===== src/rtl/rom_pair_pkg.sv =====
// Shared widths and state encoding for the ROM pair fetch sequencer.
package rom_pair_pkg;

    localparam int ADDR_W = 8;
    localparam int DATA_W = 4;
    localparam int CNT_W  = 7;

    typedef enum logic [2:0] {
        IDLE    = 3'd0,
        READ_A  = 3'd1,
        READ_B  = 3'd2,
        LOAD_B  = 3'd3,
        PRESENT = 3'd4,
        DONE    = 3'd5
    } pair_state_t;

endpackage


===== src/rtl/rom_pair_fetch.sv =====
// Reads word pairs from a one-cycle-latency ROM and presents them to the adder
// stage under a valid/ready handshake. Operands pass through untouched.
module rom_pair_fetch #(
    parameter int ADDR_W = rom_pair_pkg::ADDR_W,
    parameter int DATA_W = rom_pair_pkg::DATA_W,
    parameter int CNT_W  = rom_pair_pkg::CNT_W
) (
    input  logic              clk,
    input  logic              reset,
    input  logic              start,
    input  logic [ADDR_W-1:0] base_addr,
    input  logic [CNT_W-1:0]  pair_count,
    output logic [ADDR_W-1:0] rom_addr,
    input  logic [DATA_W-1:0] rom_data,
    output logic [DATA_W-1:0] a_out,
    output logic [DATA_W-1:0] b_out,
    output logic              pair_valid,
    input  logic              pair_ready,
    output logic              busy,
    output logic              done
);
    import rom_pair_pkg::*;

    pair_state_t       r_state;
    pair_state_t       w_next_state;
    logic [ADDR_W-1:0] r_ptr;
    logic [CNT_W-1:0]  r_remaining;
    logic [DATA_W-1:0] r_a;
    logic [DATA_W-1:0] r_b;
    logic [ADDR_W-1:0] w_rom_addr;

    // State, pointer, counter and operand registers
    always_ff @(posedge clk) begin
        if (reset) begin
            r_state     <= IDLE;
            r_ptr       <= '0;
            r_remaining <= '0;
            r_a         <= '0;
            r_b         <= '0;
        end else begin
            r_state <= w_next_state;
            case (r_state)
                IDLE: begin
                    if (start) begin
                        r_ptr       <= base_addr;
                        r_remaining <= pair_count;
                    end
                end
                // ROM data lags the address by one cycle, so A lands in READ_B
                READ_B:  r_a <= rom_data;
                LOAD_B:  r_b <= rom_data;
                PRESENT: begin
                    if (pair_ready) begin
                        r_ptr       <= r_ptr + ADDR_W'(2);
                        r_remaining <= r_remaining - CNT_W'(1);
                    end
                end
                default: ;
            endcase
        end
    end

    // Next-state selection and ROM address generation
    always_comb begin
        w_next_state = r_state;
        w_rom_addr   = r_ptr;
        case (r_state)
            IDLE: begin
                if (!start) begin
                    w_next_state = IDLE;
                end else if (pair_count == CNT_W'(0)) begin
                    w_next_state = DONE;
                end else begin
                    w_next_state = READ_A;
                end
            end
            READ_A: w_next_state = READ_B;
            READ_B: begin
                w_rom_addr   = r_ptr + ADDR_W'(1);
                w_next_state = LOAD_B;
            end
            LOAD_B: w_next_state = PRESENT;
            PRESENT: begin
                if (!pair_ready) begin
                    w_next_state = PRESENT;
                end else if (r_remaining == CNT_W'(1)) begin
                    w_next_state = DONE;
                end else begin
                    w_next_state = READ_A;
                end
            end
            DONE:    w_next_state = IDLE;
            default: w_next_state = IDLE;
        endcase
    end

    assign rom_addr   = w_rom_addr;
    assign a_out      = r_a;
    assign b_out      = r_b;
    assign pair_valid = (r_state == PRESENT);
    assign busy       = (r_state != IDLE);
    assign done       = (r_state == DONE);

endmodule


===== config.mk =====
export PLATFORM = sky130hd
export DESIGN_NAME = rom_pair_fetch
export DESIGN_NICKNAME = d
export VERILOG_FILES = /design/src/rtl/rom_pair_pkg.sv /design/src/rtl/rom_pair_fetch.sv
export SDC_FILE = /design/constraint.sdc
export NUM_CORES = 1
export LEC_CHECK = 0
export CAP_MARGIN = 20
export CORE_MARGIN = 1.5
export CORE_UTILIZATION = 51
export CTS_CLUSTER_SIZE = 24
export DETAILED_ROUTE_END_ITERATION = 16
export HOLD_SLACK_MARGIN = 0.05
export PLACE_DENSITY = 0.84
export SETUP_SLACK_MARGIN = 0.15
export SYNTH_ARGS = -nofsm -noshare
export SYNTH_HDL_FRONTEND = slang
export SYNTH_SLANG_ARGS = --single-unit

===== constraint.sdc =====
create_clock -name clk -period 2.8 [get_ports clk]
set_input_delay 0.42 -clock clk [delete_from_list [all_inputs] [get_ports clk]]
set_output_delay 0.42 -clock clk [all_outputs]
set_load 0.1 [all_outputs]

==> impl_metrics.yaml <==
yosys:
  ys.flop_type: "dfxtp_1"
  yosysUniqueCellTypes: 43
  synth_cells: 178
  ys_seq_elements: 26
  syn-cell-area_um2: 1490
  synthArstFlopShare_pct: 0
  synth_common_cells: "dfxtp_1, nor2_1, a21oi_1, inv_1, nand2_1"
  syn-num-nets: 205
  synth_area_leader_cell: "dfxtp_1"
  seq_area_frac_synth_pct: 35.0
  synth_edf_count: 0
  yosysMostFrequentCell: "dfxtp_1"
  avgSynthCellArea_um2: 8.34
  synthTopCellsByArea: "dfxtp_1, mux2i_1, a21oi_1"
  yosysTopAreaCellShare_pct: 35.0
  yosys_warnings: 0
cts:
  clockBufferDepth: 2
  postCtsSetupBuffers: 0
  clock_sinks: 26
  cts-buffers-inserted: 3
  cts_tree: "yes"
  cts_max_level: 1
  clk_latency_ns: 0.33
  path_clk_slew_ns: 0.15
  cts-root-buf: "clkbuf_4"
sta:
  slew_viol_final: 0
  setup-violations-final: 0
  hold_violations: 0
  skew_ns: 0.00197
  min_period_ns: 2.60
  rsz0062_at_grt: "true"
  slew_headroom_pct: 74.4
  fin_setup_tns_ns: 0
  post-route-period-util_pct: 92.7
  worst_pin_slew_ns: 0.380
  fmax_ghz: 0.385
pwr:
  power_density_nw_per_um2: 686
  fin_total_pwr_mw: 1.41
  vdd_drop_max_mv: 0.784
  p_leak_nw: 0.825
floorplan:
  ios: 42
  die_area_um2: 3250
  die_w_um: 57.0
  num_rows: 19
  initial_core_util_pct: 53.9
  core_um2: 2760
  fp.dieH_um: 57.0
job:
  cap_violations: 0
detailed_routing:
  vias: 1441
  viasPerCell: 5.88
  drc_errors: 0
  drt_iter0_drc: 30
  drtAntennaViolNets: 0
  wl_per_cell_um: 15.7
  finalWirelength_um: 3850
  first_pass_iters: 4
place:
  placedCellCount: 241
  numPortBuffers: 41
  gp_congestion: 0.792
  hpwl_um: 2850
worst_hold_path:
  min_path_cells: 2
  holdPathEnd: "r_remaining[3]"
  hold_class: "reg2reg"
  holdCritStartpoint: "r_remaining[3]"
cells_and_area:
  fillers: 196
  final_cells: 245
  num_antenna_cells: 0
  drive_gt1_share_pct: 21.5
  finalNetCount: 242
  syn2layout_area_growth_pct: 38.0
grt:
  track_usage_pct: 24.5
  grt_max_degree: 31
  grt_pass1_wl_um: 6400
  antenna_found_initial: 0
  grt-ovfl-total: 0
  grt_pass1_vias: 1417
worst_setup_path:
  endpoint_kind: "output pin"
  worstPathMaxFanout: 5
  worst_r2r_startpoint: "r_state[2]"
  startpoint_type: "flip-flop"
  r2r_cells: 5
  required_ns: 2.38
  r2r_end: "r_ptr[6]"
  critical_path.max_stage_delay_ns: 0.43
  cp_data_arrival_time_ns: 2.18
  crit_chain: "ha_1 > nand3_1 > or3_1 > nor2_1 > xnor2_2 > buf_12"
  r2r_setup_slack_ns: 0.88
  cp_slowest_cell: "dfxtp_2"
  path_class: "reg2out"
outcome:
  outcome: "complete, no violations"
## cell type report
class	instances	area (um2)	share of cell area, %
sequential	26	523	25.5
timing repair buffer	43	478	23.3
multi-input combinational	129	912	44.5
inverter	12	45.0	2.20
clock inverter	1	30.0	1.47
tap	31	38.8	1.89
clock buffer	3	22.5	1.10
## cell usage in the layout, fill, tap and decap left out, drive strengths merged, types with 2 or more instances in the layout
master and n:
dfxtp 26, clkdlybuf4s50 22, buf 21, nor2 20, a21oi 15, inv 12
nand2 10, o21ai 9, mux2i 8, xnor2 7, o32ai 6, nor3 5
nand3 4, nor4 4, nand2b 4, ha 4, a31oi 3, o31a 3
a311oi 3, clkbuf 3, nor3b 3, or2 2, nand4 2, and2 2
a211oi 2, or3b 2
## worst max-delay path by stage
stage	startpoint	end	slack, ns
CTS	r_ptr[2]	rom_addr[7]	0.17
global route	r_ptr[2]	rom_addr[7]	0.14
global placement	r_ptr[2]	rom_addr[7]	0.69
detailed placement	r_ptr[2]	rom_addr[7]	0.56
floorplan	r_state[2]	rom_addr[4]	0.008
finish	r_ptr[2]	rom_addr[7]	0.20
## cell families (layout without fill, tap and decap cells)
kind of cell             count (synthesis)  in the layout  share of synthesized area (%)
AND/OR/NAND/NOR                         62             62                           22.2
AO/OA/AOI/OAI                           46             46                           20.8
flip-flops                              26             26                           35.0
buffers and inverters                   23             59                           7.67
multiplexers                             9              9                           6.15
XOR/XNOR                                 8              8                           4.72
adder cells (fa/ha/maj)                  4              4                           3.37
## worst max-delay path: cells and delay by family, from the launching register on
kind,cells,cell delay (ns)
simple gates,3,0.79
buf+inv,1,0.20
flops,1,0.43
xor+xnor,1,0.16
fa+ha+maj,1,0.26
## what timing repair did
item                       4_1_cts  5_1_grt
hold buffers                     0        0
setup endpoints to repair        0        2
resized for setup                0        3
## through the flow
stage,setup slack [ns],instance area (um2),util [%],hold WS [ns]
after floorplan,0.00814,1540,-,0.472
after global placement,0.687,1990,72.1,0.477
after detailed placement,0.559,1990,72.1,0.500
after CTS,0.171,2040,74.0,0.519
after global routing,0.142,2050,74.3,0.556
final,0.204,2050,74.3,0.516
## where the power goes
| part | total (mW) | switching [mW] | internal [mW] |
|---|---|---|---|
| Sequential | 0.471 | 0.0541 | 0.416 |
| Clock | 0.267 | 0.123 | 0.145 |
| Combinational | 0.668 | 0.435 | 0.233 |
| Total | 1.41 | 0.612 | 0.794 |
## sequential cells by signal, indices dropped and copies added, names as in the netlist
| register | cells |
|---|---|
| a_out | 4 |
| r_state | 3 |
| r_ptr | 8 |
| r_remaining | 7 |
| b_out | 4 |
## per-layer routing
metal / vias up / part of all wire [%] / GRT usage (%)
li1: 710 / - / -
met1: 679 / 43 / 31.6
met2: 44 / 51 / 42.0
met3: 8 / 4.4 / 3.17
met4: 0 / 1.6 / 9.30
met5: - / 0 / 0
Note: power is estimated with default switching activity, not from simulation.
